File: config.mk
export PLATFORM = sky130hd
export DESIGN_NAME = ddr3_dqs_lane_delay_trainer_flat
export DESIGN_NICKNAME = d
export VERILOG_FILES = /design/src/rtl/ddr3_phy_train_pkg.sv /design/src/rtl/ddr3_dqs_lane_delay_trainer_if.sv /design/src/rtl/ddr3_eye_flag_accum.sv /design/src/rtl/ddr3_dqs_lane_delay_trainer.sv /design/src/flat_wrapper.sv
export SDC_FILE = /design/constraint.sdc
export NUM_CORES = 1
export LEC_CHECK = 0
export ABC_AREA = 1
export CAP_MARGIN = 30
export CORE_ASPECT_RATIO = 0.9
export CORE_MARGIN = 2
export CORE_UTILIZATION = 55
export DETAILED_ROUTE_END_ITERATION = 6
export GPL_ROUTABILITY_DRIVEN = 1
export PLACE_DENSITY = 0.81
export SETUP_SLACK_MARGIN = 0.5
export SLEW_MARGIN = 20
export SYNTH_ARGS = -nofsm -noshare
export SYNTH_HDL_FRONTEND = slang
export SYNTH_SLANG_ARGS = --single-unit
File: constraint.sdc
create_clock -name fab_clk -period 4 [get_ports fab_clk]
set_input_delay 0.8 -clock fab_clk [delete_from_list [all_inputs] [get_ports fab_clk]]
set_output_delay 0.8 -clock fab_clk [all_outputs]
set_load 0.005 [all_outputs]
File: src/rtl/ddr3_phy_train_pkg.sv
// rtl/ddr3_phy_train_pkg.sv - shared types and constants for PHY lane delay training
package ddr3_phy_train_pkg;

  localparam int TAP_W             = 8;
  localparam int SETTLE_CYCLES_DEF = 8;
  localparam int SAMPLE_CYCLES_DEF = 32;

  localparam logic DIR_INC = 1'b1;
  localparam logic DIR_DEC = 1'b0;

  typedef enum logic [3:0] {
    ST_IDLE,
    ST_LOAD,
    ST_SETTLE,
    ST_CLEAR,
    ST_SAMPLE,
    ST_EVAL,
    ST_STEP,
    ST_CENTER_SETTLE,
    ST_CENTER_STEP,
    ST_DONE,
    ST_FAIL
  } train_state_t;

endpackage

File: src/rtl/ddr3_dqs_lane_delay_trainer_if.sv
// rtl/ddr3_dqs_lane_delay_trainer_if.sv - IOD delay-line, eye-monitor and sequencer signals of one DQS lane
interface ddr3_dqs_lane_delay_trainer_if;
  import ddr3_phy_train_pkg::*;

  logic             start;
  logic             eye_monitor_early;
  logic             eye_monitor_late;
  logic             delay_line_out_of_range;
  logic             delay_line_load;
  logic             delay_line_move;
  logic             delay_line_direction;
  logic             eye_monitor_clear_flags;
  logic             busy;
  logic             done;
  logic             fail;
  logic [TAP_W-1:0] tap_left;
  logic [TAP_W-1:0] tap_right;
  logic [TAP_W-1:0] tap_center;

  modport master (
    input  start, eye_monitor_early, eye_monitor_late, delay_line_out_of_range,
    output delay_line_load, delay_line_move, delay_line_direction, eye_monitor_clear_flags,
    output busy, done, fail, tap_left, tap_right, tap_center
  );

  modport slave (
    output start, eye_monitor_early, eye_monitor_late, delay_line_out_of_range,
    input  delay_line_load, delay_line_move, delay_line_direction, eye_monitor_clear_flags,
    input  busy, done, fail, tap_left, tap_right, tap_center
  );

endinterface

File: src/rtl/ddr3_eye_flag_accum.sv
// rtl/ddr3_eye_flag_accum.sv - OR-accumulates eye-monitor flags over a fixed window after start
module ddr3_eye_flag_accum #(
  parameter int SAMPLE_CYCLES = 32
) (
  input  logic clk,
  input  logic rst,
  input  logic start,
  input  logic flag,
  output logic done,
  output logic bad
);

  localparam int CW = (SAMPLE_CYCLES > 1) ? $clog2(SAMPLE_CYCLES) : 1;

  logic [CW-1:0] cnt;
  logic          active;

  // done is high in the last window cycle; bad then includes that cycle's flag
  assign done = active && (cnt == CW'(SAMPLE_CYCLES - 1));

  always_ff @(posedge clk or posedge rst) begin
    if (rst) begin
      cnt    <= '0;
      active <= 1'b0;
      bad    <= 1'b0;
    end else if (start) begin
      cnt    <= '0;
      active <= 1'b1;
      bad    <= 1'b0;
    end else if (active) begin
      bad <= bad | flag;
      if (done) begin
        active <= 1'b0;
        cnt    <= '0;
      end else begin
        cnt <= cnt + 1'b1;
      end
    end
  end

endmodule

File: src/rtl/ddr3_dqs_lane_delay_trainer.sv
// rtl/ddr3_dqs_lane_delay_trainer.sv - sweeps the lane read-DQS delay, finds the eye edges and parks at the centre
module ddr3_dqs_lane_delay_trainer
  import ddr3_phy_train_pkg::*;
#(
  parameter int SETTLE_CYCLES = SETTLE_CYCLES_DEF,
  parameter int SAMPLE_CYCLES = SAMPLE_CYCLES_DEF,
  parameter int MAX_TAP       = 255
) (
  input  logic fab_clk,
  input  logic arst,
  ddr3_dqs_lane_delay_trainer_if.master lane
);

  localparam int SCW = $clog2(SETTLE_CYCLES);

  train_state_t     state, state_nxt;
  logic [TAP_W-1:0] tap, tap_left_q, tap_right_q, tap_center_q;
  logic [TAP_W-1:0] left_sel, right_sel, center_calc;
  logic [TAP_W:0]   edge_sum;
  logic [SCW-1:0]   settle_cnt;
  logic             settle_last, found_left, oor_seen, go_center;
  logic             acc_start, acc_done, acc_bad;
  logic             load_q, move_q, dir_q, clear_q, busy_q, done_q, fail_q;

  assign settle_last = (settle_cnt == SCW'(SETTLE_CYCLES - 1));
  assign acc_start   = (state == ST_CLEAR);

  ddr3_eye_flag_accum #(
    .SAMPLE_CYCLES(SAMPLE_CYCLES)
  ) u_accum (
    .clk  (fab_clk),
    .rst  (arst),
    .start(acc_start),
    .flag (lane.eye_monitor_early | lane.eye_monitor_late),
    .done (acc_done),
    .bad  (acc_bad)
  );

  // Edge candidates as they would be latched by this EVAL; 9-bit sum keeps the floor exact
  always_comb begin
    left_sel    = found_left ? tap_left_q : tap;
    right_sel   = acc_bad ? tap - 1'b1 : tap;
    edge_sum    = {1'b0, left_sel} + {1'b0, right_sel};
    center_calc = edge_sum[TAP_W:1];
  end

  always_comb begin
    state_nxt = state;
    go_center = 1'b0;
    case (state)
      ST_IDLE, ST_DONE, ST_FAIL: if (lane.start) state_nxt = ST_LOAD;
      ST_LOAD, ST_STEP:          state_nxt = ST_SETTLE;
      ST_SETTLE:                 if (settle_last) state_nxt = ST_CLEAR;
      ST_CLEAR:                  state_nxt = ST_SAMPLE;
      ST_SAMPLE:                 if (acc_done) state_nxt = ST_EVAL;
      ST_EVAL: begin
        if (found_left && acc_bad) begin
          go_center = 1'b1;
        end else if ((tap == TAP_W'(MAX_TAP)) || oor_seen) begin
          if (found_left || !acc_bad) go_center = 1'b1;
          else                        state_nxt = ST_FAIL;
        end else begin
          state_nxt = ST_STEP;
        end
        if (go_center) state_nxt = (tap > center_calc) ? ST_CENTER_STEP : ST_DONE;
      end
      ST_CENTER_STEP:   state_nxt = ST_CENTER_SETTLE;
      ST_CENTER_SETTLE: if (settle_last) state_nxt = (tap > tap_center_q) ? ST_CENTER_STEP : ST_DONE;
      default:          state_nxt = ST_IDLE;
    endcase
  end

  always_ff @(posedge fab_clk or posedge arst) begin
    if (arst) begin
      state        <= ST_IDLE;
      tap          <= '0;
      tap_left_q   <= '0;
      tap_right_q  <= '0;
      tap_center_q <= '0;
      settle_cnt   <= '0;
      found_left   <= 1'b0;
      oor_seen     <= 1'b0;
      load_q       <= 1'b0;
      move_q       <= 1'b0;
      dir_q        <= 1'b0;
      clear_q      <= 1'b0;
      busy_q       <= 1'b0;
      done_q       <= 1'b0;
      fail_q       <= 1'b0;
    end else begin
      state <= state_nxt;

      if ((state == ST_SETTLE || state == ST_CENTER_SETTLE) && !settle_last)
        settle_cnt <= settle_cnt + 1'b1;
      else
        settle_cnt <= '0;

      case (state)
        ST_LOAD:        tap <= '0;
        ST_STEP:        tap <= tap + 1'b1;
        ST_CENTER_STEP: tap <= tap - 1'b1;
        default:        ;
      endcase

      // Cleared while the load/move is issued so only the new tap's range flag counts
      if (state == ST_LOAD || state == ST_STEP)
        oor_seen <= 1'b0;
      else if (lane.delay_line_out_of_range)
        oor_seen <= 1'b1;

      if (state_nxt == ST_LOAD) begin
        found_left   <= 1'b0;
        tap_left_q   <= '0;
        tap_right_q  <= '0;
        tap_center_q <= '0;
      end else if (state == ST_EVAL) begin
        if (!found_left && !acc_bad) begin
          found_left <= 1'b1;
          tap_left_q <= tap;
        end
        if (go_center) begin
          tap_right_q  <= right_sel;
          tap_center_q <= center_calc;
        end
      end

      load_q  <= (state_nxt == ST_LOAD);
      move_q  <= (state_nxt == ST_STEP) || (state_nxt == ST_CENTER_STEP);
      clear_q <= (state_nxt == ST_CLEAR);
      if (state_nxt == ST_STEP)             dir_q <= DIR_INC;
      else if (state_nxt == ST_CENTER_STEP) dir_q <= DIR_DEC;
      busy_q  <= !(state_nxt == ST_IDLE || state_nxt == ST_DONE || state_nxt == ST_FAIL);
      done_q  <= (state_nxt == ST_DONE);
      fail_q  <= (state_nxt == ST_FAIL);
    end
  end

  assign lane.delay_line_load         = load_q;
  assign lane.delay_line_move         = move_q;
  assign lane.delay_line_direction    = dir_q;
  assign lane.eye_monitor_clear_flags = clear_q;
  assign lane.busy                    = busy_q;
  assign lane.done                    = done_q;
  assign lane.fail                    = fail_q;
  assign lane.tap_left                = tap_left_q;
  assign lane.tap_right               = tap_right_q;
  assign lane.tap_center              = tap_center_q;

endmodule

File: src/flat_wrapper.sv
// flat-port wrapper written by rule: the top's interface ports become plain ports
module ddr3_dqs_lane_delay_trainer_flat import ddr3_phy_train_pkg::*;
#(
  parameter int SETTLE_CYCLES = SETTLE_CYCLES_DEF,
  parameter int SAMPLE_CYCLES = SAMPLE_CYCLES_DEF,
  parameter int MAX_TAP       = 255
)
  (fab_clk, arst, lane_start, lane_eye_monitor_early, lane_eye_monitor_late, lane_delay_line_out_of_range, lane_delay_line_load, lane_delay_line_move, lane_delay_line_direction, lane_eye_monitor_clear_flags, lane_busy, lane_done, lane_fail, lane_tap_left, lane_tap_right, lane_tap_center);
  ddr3_dqs_lane_delay_trainer_if lane_i ();
  input  logic fab_clk;
  input  logic arst;
  input wire logic [$bits(lane_i.start)-1:0] lane_start;
  input wire logic [$bits(lane_i.eye_monitor_early)-1:0] lane_eye_monitor_early;
  input wire logic [$bits(lane_i.eye_monitor_late)-1:0] lane_eye_monitor_late;
  input wire logic [$bits(lane_i.delay_line_out_of_range)-1:0] lane_delay_line_out_of_range;
  output wire logic [$bits(lane_i.delay_line_load)-1:0] lane_delay_line_load;
  output wire logic [$bits(lane_i.delay_line_move)-1:0] lane_delay_line_move;
  output wire logic [$bits(lane_i.delay_line_direction)-1:0] lane_delay_line_direction;
  output wire logic [$bits(lane_i.eye_monitor_clear_flags)-1:0] lane_eye_monitor_clear_flags;
  output wire logic [$bits(lane_i.busy)-1:0] lane_busy;
  output wire logic [$bits(lane_i.done)-1:0] lane_done;
  output wire logic [$bits(lane_i.fail)-1:0] lane_fail;
  output wire logic [$bits(lane_i.tap_left)-1:0] lane_tap_left;
  output wire logic [$bits(lane_i.tap_right)-1:0] lane_tap_right;
  output wire logic [$bits(lane_i.tap_center)-1:0] lane_tap_center;
  assign lane_i.start = lane_start;
  assign lane_i.eye_monitor_early = lane_eye_monitor_early;
  assign lane_i.eye_monitor_late = lane_eye_monitor_late;
  assign lane_i.delay_line_out_of_range = lane_delay_line_out_of_range;
  assign lane_delay_line_load = lane_i.delay_line_load;
  assign lane_delay_line_move = lane_i.delay_line_move;
  assign lane_delay_line_direction = lane_i.delay_line_direction;
  assign lane_eye_monitor_clear_flags = lane_i.eye_monitor_clear_flags;
  assign lane_busy = lane_i.busy;
  assign lane_done = lane_i.done;
  assign lane_fail = lane_i.fail;
  assign lane_tap_left = lane_i.tap_left;
  assign lane_tap_right = lane_i.tap_right;
  assign lane_tap_center = lane_i.tap_center;
  ddr3_dqs_lane_delay_trainer #(.SETTLE_CYCLES(SETTLE_CYCLES), .SAMPLE_CYCLES(SAMPLE_CYCLES), .MAX_TAP(MAX_TAP)) u_core (.fab_clk(fab_clk), .arst(arst), .lane(lane_i));
endmodule
=== Word level (Yosys, flattened, before mapping) ===
Index checks and enable logic that the tools add are counted.

* Eq/ne operators: 19
* Bitwise operators: 2
* Muxes and demuxes: 44
* Add/sub/neg operators: 5
* Reductions and logical operators: 28
* $lt $le $gt $ge: 2

{| class="wikitable"
|+ Operator list
! operator !! number
|-
| 8-bit 2-to-1 mux || 11
|-
| 4-bit 2-to-1 mux || 8
|-
| 4-bit case mux with 8 select lines || 1
|-
| 4-bit equality test (second input constant) || 6
|-
| 8-bit case mux with 3 select lines || 1
|-
| 4-bit by 3-bit equality test with 1-bit output (second input constant) || 5
|-
| 1-bit 2-to-1 mux || 19
|-
| 8-bit greater-than comparator || 2
|-
| 5-bit 2-to-1 mux || 3
|-
| 4-bit by 2-bit equality test with 1-bit output (second input constant) || 3
|-
| 2-bit nonzero test || 6
|-
| 8-bit by 8-bit adder with 9-bit output || 1
|-
| 8-bit by 1-bit adder with 8-bit output (second input constant) || 1
|-
| 4-bit by 1-bit equality test with 1-bit output (second input constant) || 2
|-
| 8-bit equality test (second input constant) || 1
|-
| 4-bit logical NOT || 2
|-
| 8-bit by 1-bit subtractor with 8-bit output (second input constant) || 1
|-
| 1-bit logical OR || 7
|-
| 5-bit by 1-bit adder with 5-bit output (second input constant) || 1
|-
| 5-bit equality test (second input constant) || 1
|-
| 1-bit logical AND || 4
|-
| 1-bit logical NOT || 4
|-
| 2-bit AND reduction || 2
|-
| 3-bit by 1-bit adder with 3-bit output (second input constant) || 1
|-
| 6 further kinds || 7
|}

* Output and inout port bits: 31
* Logic and storage cells: 118
* Register bits: 55
* Input bits: 6

=== Longest topological paths before layout ===
* Depth in word-level cells: 12
* Depth in mapped cells: 26
* Depth with buffers taken out: 26

=== Modules after synthesis ===
From an unflattened synthesis, not the netlist that was laid out.

* Cell total of the unflattened synthesis: 482
* Area, all modules: 3639.7 um^2

{| class="wikitable"
|+ By module, submodules not included
! module !! seq. area each (um^2) !! area each (um^2) !! cells an instance !! times used
|-
| ddr3_dqs_lane_delay_trainer || 1201.2 || 3286.9 || 440 || 1
|-
| ddr3_eye_flag_accum || 175.2 || 352.8 || 42 || 1
|}

=== Worst setup path after synthesis ===
Ideal clock, no wire load.

* Path type: register to register
* Start: reg u_core.u_accum.bad
* End: reg u_core.tap_left_q[0] (netlist: u_core.lane.tap_left[0])
* Data arrival time: 3324 ps
* Cell stages (with the launch flop): 25
* Required time: 3882 ps
* Library setup time: 118 ps
* Slack: 557 ps
* Clock period less this slack: 3443 ps
* Buffers on the path: 3
* Cell sequence: dfrtp_1 -> buf_2 -> inv_1 -> clkbuf_1 -> o21ai_0 -> fa_1 -> nand3_1 -> and2_1 -> nor2_1 -> o21ai_1 -> nand2_1 -> nand2_1 -> nand2_1 -> ha_1 -> a21oi_1 -> nor2_1 -> o21ai_0 -> nand3b_1 -> nand2_1 -> nand2_2 -> nand3_4 -> nand3_4 -> buf_6 -> nand3_1 -> nand2_1

* Cells in the longest elaborated chain, start to end: 11
* Elaborated cells between the ends (all ways): 22
* Classes of those cells: 1 x add/sub; 1 x order compare; 1 x eq/ne; 12 x mux; 7 x reduce/logical

{| class="wikitable"
|+ RTL lines
! what !! line !! source
|-
| from (decl) || ddr3_eye_flag_accum.sv:10 || <nowiki>output logic bad</nowiki>
|-
| from (signal assigned) || ddr3_eye_flag_accum.sv:31 || <nowiki>bad <= bad | flag;</nowiki>
|-
| parallel branches: the longest is 6 deep, another holds 8-bit by 8-bit adder with 9-bit output || -- ||
|-
| 4-bit 2-to-1 mux * || ddr3_dqs_lane_delay_trainer.sv:65 || <nowiki>if (go_center) state_nxt = (tap > center_calc) ? ST_CENTER_STEP : ST_DONE;</nowiki>
|-
| 4-bit case mux with 8 select lines * || ddr3_dqs_lane_delay_trainer.sv:50 || <nowiki>case (state)</nowiki>
|-
| named net u_core.state_nxt[0] || ddr3_dqs_lane_delay_trainer.sv:16 || <nowiki>train_state_t state, state_nxt;</nowiki>
|-
| 4-bit by 1-bit equality test with 1-bit output * || ddr3_dqs_lane_delay_trainer.sv:111 || <nowiki>if (state_nxt == ST_LOAD) begin</nowiki>
|-
| 2-bit nonzero test (no source line) || -- ||
|-
| 2-bit AND reduction (no source line) || -- ||
|-
| to (signal assigned) || ddr3_dqs_lane_delay_trainer.sv:119 || <nowiki>tap_left_q <= tap;</nowiki>
|-
| to (decl) || ddr3_dqs_lane_delay_trainer.sv:17 || <nowiki>logic [TAP_W-1:0] tap, tap_left_q, tap_right_q, tap_center_q;</nowiki>
|}

Mark *: on every way through the listed nets, which the timed path passes. The select of a mux whose other input is x is not followed.
A chain may end at the register's enable or synchronous reset.

=== Worst setup path after layout ===
* Start: reg u_core.tap[1]
* End: reg u_core.tap_left_q[2] (netlist: u_core.lane.tap_left[2])

* Cells in the longest elaborated chain, start to end: 10
* Elaborated cells between the ends (all ways): 23
* Classes of those cells: 2 x add/sub; 2 x order compare; 2 x eq/ne; 13 x mux; 4 x reduce/logical

{| class="wikitable"
|+ RTL lines
! what !! line !! source
|-
| from (decl) || ddr3_dqs_lane_delay_trainer.sv:17 ||
|-
| from (signal assigned) || ddr3_dqs_lane_delay_trainer.sv:100 || <nowiki>ST_STEP: tap <= tap + 1'b1;</nowiki>
|-
| from (signal assigned) || ddr3_dqs_lane_delay_trainer.sv:101 || <nowiki>ST_CENTER_STEP: tap <= tap - 1'b1;</nowiki>
|-
| 8-bit by 1-bit subtractor with 8-bit output or 8-bit equality test (tied branches) || ddr3_dqs_lane_delay_trainer.sv:42, ddr3_dqs_lane_delay_trainer.sv:59 ||
|-
| 8-bit 2-to-1 mux or 1-bit logical OR (tied branches) || ddr3_dqs_lane_delay_trainer.sv:42, ddr3_dqs_lane_delay_trainer.sv:59 ||
|-
| 8-bit by 8-bit adder with 9-bit output or 1-bit 2-to-1 mux (tied branches) || ddr3_dqs_lane_delay_trainer.sv:43, ddr3_dqs_lane_delay_trainer.sv:59 ||
|-
| 8-bit greater-than comparator or 1-bit 2-to-1 mux (tied branches) || ddr3_dqs_lane_delay_trainer.sv:65, ddr3_dqs_lane_delay_trainer.sv:57 ||
|-
| 1-bit 2-to-1 mux, on equally long branches || ddr3_dqs_lane_delay_trainer.sv:65, ddr3_dqs_lane_delay_trainer.sv:50 ||
|-
| 4-bit 2-to-1 mux || ddr3_dqs_lane_delay_trainer.sv:65 ||
|-
| 4-bit case mux with 8 select lines * || ddr3_dqs_lane_delay_trainer.sv:50 ||
|-
| named net u_core.state_nxt[0] || ddr3_dqs_lane_delay_trainer.sv:16 ||
|-
| 4-bit by 1-bit equality test with 1-bit output * || ddr3_dqs_lane_delay_trainer.sv:111 ||
|-
| 2-bit nonzero test (no source line) || -- ||
|-
| 2-bit AND reduction (no source line) || -- ||
|}

The timed path passes the listed nets; every way through them passes the cells marked *. The select of a mux whose other input is x is not followed.

==> flow_metrics.env <==
export IMPL_cts_buffers_inserted=5
export IMPL_boundaryPins=37
export IMPL_placed_area_sq_um=4120
export IMPL_area_growth_pct=40.5
export IMPL_grt_max_degree=44
export IMPL_synth_distinct_cells=44
export IMPL_rsz0062_at_grt="yes"
export IMPL_synthCells=477
export IMPL_period_minus_slack_ps=3690
export IMPL_fin_util_pct=78.5
export IMPL_drive_gt1_share_pct=29.1
export IMPL_antenna_left=0
export IMPL_clkLatencyLatePin_ps=320
export IMPL_post_route_period_util_pct=92.3
export IMPL_synth_warnings=0
export IMPL_die_area_sq_um=7250
export IMPL_die_height_microns=81.0
export IMPL_cp_top_family="simple AND/OR/NAND/NOR gates"
export IMPL_cts_hold_buf=0
export IMPL_fp_row_count=28
export IMPL_fmax_mhz=271
export IMPL_synth_top_area_share_pct=38.0
export IMPL_dr_pass1_iters=5
export IMPL_grt_total_usage_pct=31.7
export IMPL_clock_root_buffer="clkbuf_8"
export IMPL_n_antenna_cell=0
export IMPL_ys_seq_area_share_pct=38.0
export IMPL_clock_skew_ps=12.1
export IMPL_wirelength_microns=11500
export IMPL_critical_path_arrival_ps=3900
export IMPL_antenna_found_initial=0
export IMPL_cp_start_kind="register"
export IMPL_worstMarginPinSlew_ps=947
export IMPL_nNetsFinal=607
export IMPL_slew_headroom_pct=36.6
export IMPL_clk_pin_slew_ps=100
export IMPL_drv_slew=0
export IMPL_endpoint_kind="register"
export IMPL_hpwl_microns=6910
export IMPL_synth_nets=511
export IMPL_io_buffers=36
export IMPL_wl_per_cell_microns=17.2
export IMPL_fin_area_sq_um=5090
export IMPL_vias=3815
export IMPL_gr_total_overflow=0
export IMPL_synthTopCellsByArea="dfrtp_1, nand2_1, ha_1"
export IMPL_start_util_pct=55.9
export IMPL_grt_pass1_wl_microns=17500
export IMPL_hold_class="reg -> reg"
export IMPL_top_usage_layer="met2"
export IMPL_drtIter0Drc=320
export IMPL_hold_viol=0
export IMPL_grt_pass1_vias=3629
export IMPL_h_tree_depth=2
export IMPL_ys_ff_latch=55
export IMPL_setup_viol=0
export IMPL_place_gp_congestion=0.944
export IMPL_die_width_microns=89.5
export IMPL_grt_met1_usage_pct=41.2
export IMPL_slowest_stage="dfrtp_2"
export IMPL_met2_usage_pct=50.8
export IMPL_tritoncts="yes"
export IMPL_crit_path_cell_trace="buf_4 -> buf_6 -> nand2_1 -> o21ai_2 -> buf_4 -> fa_2 -> nand3_1 -> and2_4 -> nor2_4 -> o21ai_2 -> nand2_1 -> nand2_2 -> nand2_2 -> ha_4 -> nand2_2 -> nor3_2 -> nand4_1 -> nand2_1 -> nand2_2 -> nand3_4 -> buf_12 -> nand3_4 -> nand3_1 -> nand2_1"
export IMPL_whs_ps=458
export IMPL_drc=0
export IMPL_clockBufferDepth=2
export IMPL_cap_violations=0
export IMPL_critPathKind="reg -> reg"
export IMPL_synth_area_sq_um=3620
export IMPL_setup_tns_final_ps=0
export IMPL_grt_use_met3_pct=6.10
export IMPL_yosysTopAreaCell="dfrtp_1"
export IMPL_clock_sinks=55
export IMPL_cp_max_fo=7
export IMPL_max_stage_delay_ps=470
export IMPL_layout_common_cells="nand2_1, buf_4, inv_1"
export IMPL_coreArea_sq_um=6480
export IMPL_cp_data_required_time_ps=4210
export IMPL_critPathBufInv=4
export IMPL_via_per_inst=5.75
export IMPL_synth_area_per_cell_sq_um=7.59
export IMPL_status="finished clean"
export IMPL_final_common_cell="nand2_1"
final timing paths:
path | depth (start not counted) | startpoint | slack [ps] | to
min | 1 | u_core.settle_cnt[0] | 460 | u_core.settle_cnt[0]
max | 24 | u_core.tap[1] | 310 | u_core.lane.tap_left[2]
max in group asynchronous | 3 | arst | 2710 | u_core.lane.delay_line_move
min reg2reg | 1 | u_core.settle_cnt[0] | 460 | u_core.settle_cnt[0]
max reg2reg | 24 | u_core.tap[1] | 310 | u_core.lane.tap_left[2]
min in group asynchronous | 2 | arst | 770 | u_core.u_accum.cnt[4]
synthesized netlist by cell type, drive strengths merged:
cell type	n
xor2	6
nor3	10
a32o	1
fa	1
nor2	44
o21bai	1
o211ai	3
dfrtp	55
nor3b	1
o21a	2
o22ai	2
a31oi	2
nand2	122
ha	27
a22oi	1
o21ai	28
clkbuf	2
inv	68
a21oi	18
nand3b	2
nand4	5
o221ai	3
buf	8
or2	3
o31ai	2
nand3	55
and2	2
xnor2	3
routing by layer:
| layer | routed length, microns | vias to the layer above |
|---|---|---|
| li1 | - | 1760 |
| met1 | 4640 | 1800 |
| met2 | 5550 | 201 |
| met3 | 810 | 54 |
| met4 | 457 | 0 |
| met5 | 0 | - |
stage by stage:
stage	setup slack (ps)	std cells
floorplan	557	477
global placement	81.0	605
detailed placement	58.8	605
CTS	496	655
global route	180	664
finish	307	664
logic make-up after synthesis:
group | count (synthesis) | share of synthesized area [%]
DFF | 55 | 38.0
xor gates and xnor gates | 9 | 2.18
buffers and inverters | 78 | 8.78
AOI/OAI and AO/OA | 63 | 10.2
adders and majority gates | 28 | 9.88
and+or+nand+nor | 244 | 31.0
layout make-up:
type | count | area [sq um]
Inverter | 68 | 259
Tap cell | 90 | 113
Clock buffer | 7 | 76.3
Timing Repair Buffer | 95 | 845
Sequential cell | 55 | 1380
Multi-Input combinational cell | 348 | 2410
Fill cell | 428 | 1390
Clock inverter | 1 | 5.00
sequential cells by signal, indices dropped and copies added, names as in the netlist:
| signal | flops |
|---|---|
| u_core.lane.tap_right | 8 |
| u_core.lane.delay_line_load | 1 |
| u_core.oor_seen | 1 |
| u_core.lane.fail | 1 |
| u_core.lane.delay_line_move | 1 |
| u_core.settle_cnt | 3 |
| u_core.lane.tap_center | 8 |
| u_core.u_accum.bad | 1 |
| u_core.lane.busy | 1 |
| u_core.lane.tap_left | 8 |
| u_core.u_accum.cnt | 5 |
| u_core.tap | 8 |
| u_core.lane.delay_line_direction | 1 |
| u_core.lane.done | 1 |
| u_core.lane.eye_monitor_clear_flags | 1 |
| u_core.state | 4 |
| u_core.u_accum.active | 1 |
| u_core.found_left | 1 |
repair_timing:
item                                    CTS  global route
pin swaps                                31            26
cloned                                    4             0
endpoints found under the setup margin   32            32
setup buffers                            38             8
gates resized for setup                  67            33
worst register-to-register path: stages, from the launching register on:
cell and delay, ps:
dfrtp_2 470, buf_4 150, buf_6 120, nand2_1 70, o21ai_2 60, buf_4 140, fa_2 370, nand3_1 100
and2_4 170, nor2_4 50, o21ai_2 180, nand2_1 110, nand2_2 100, nand2_2 70, ha_4 280, nand2_2 50
nor3_2 180, nand4_1 100, nand2_1 90, nand2_2 80, nand3_4 100, buf_12 130, nand3_4 160, nand3_1 170
nand2_1 80
Power is left out: the tool's default activity adds up to more than one toggle a clock period on the data nets, which glitch-free logic cannot reach.
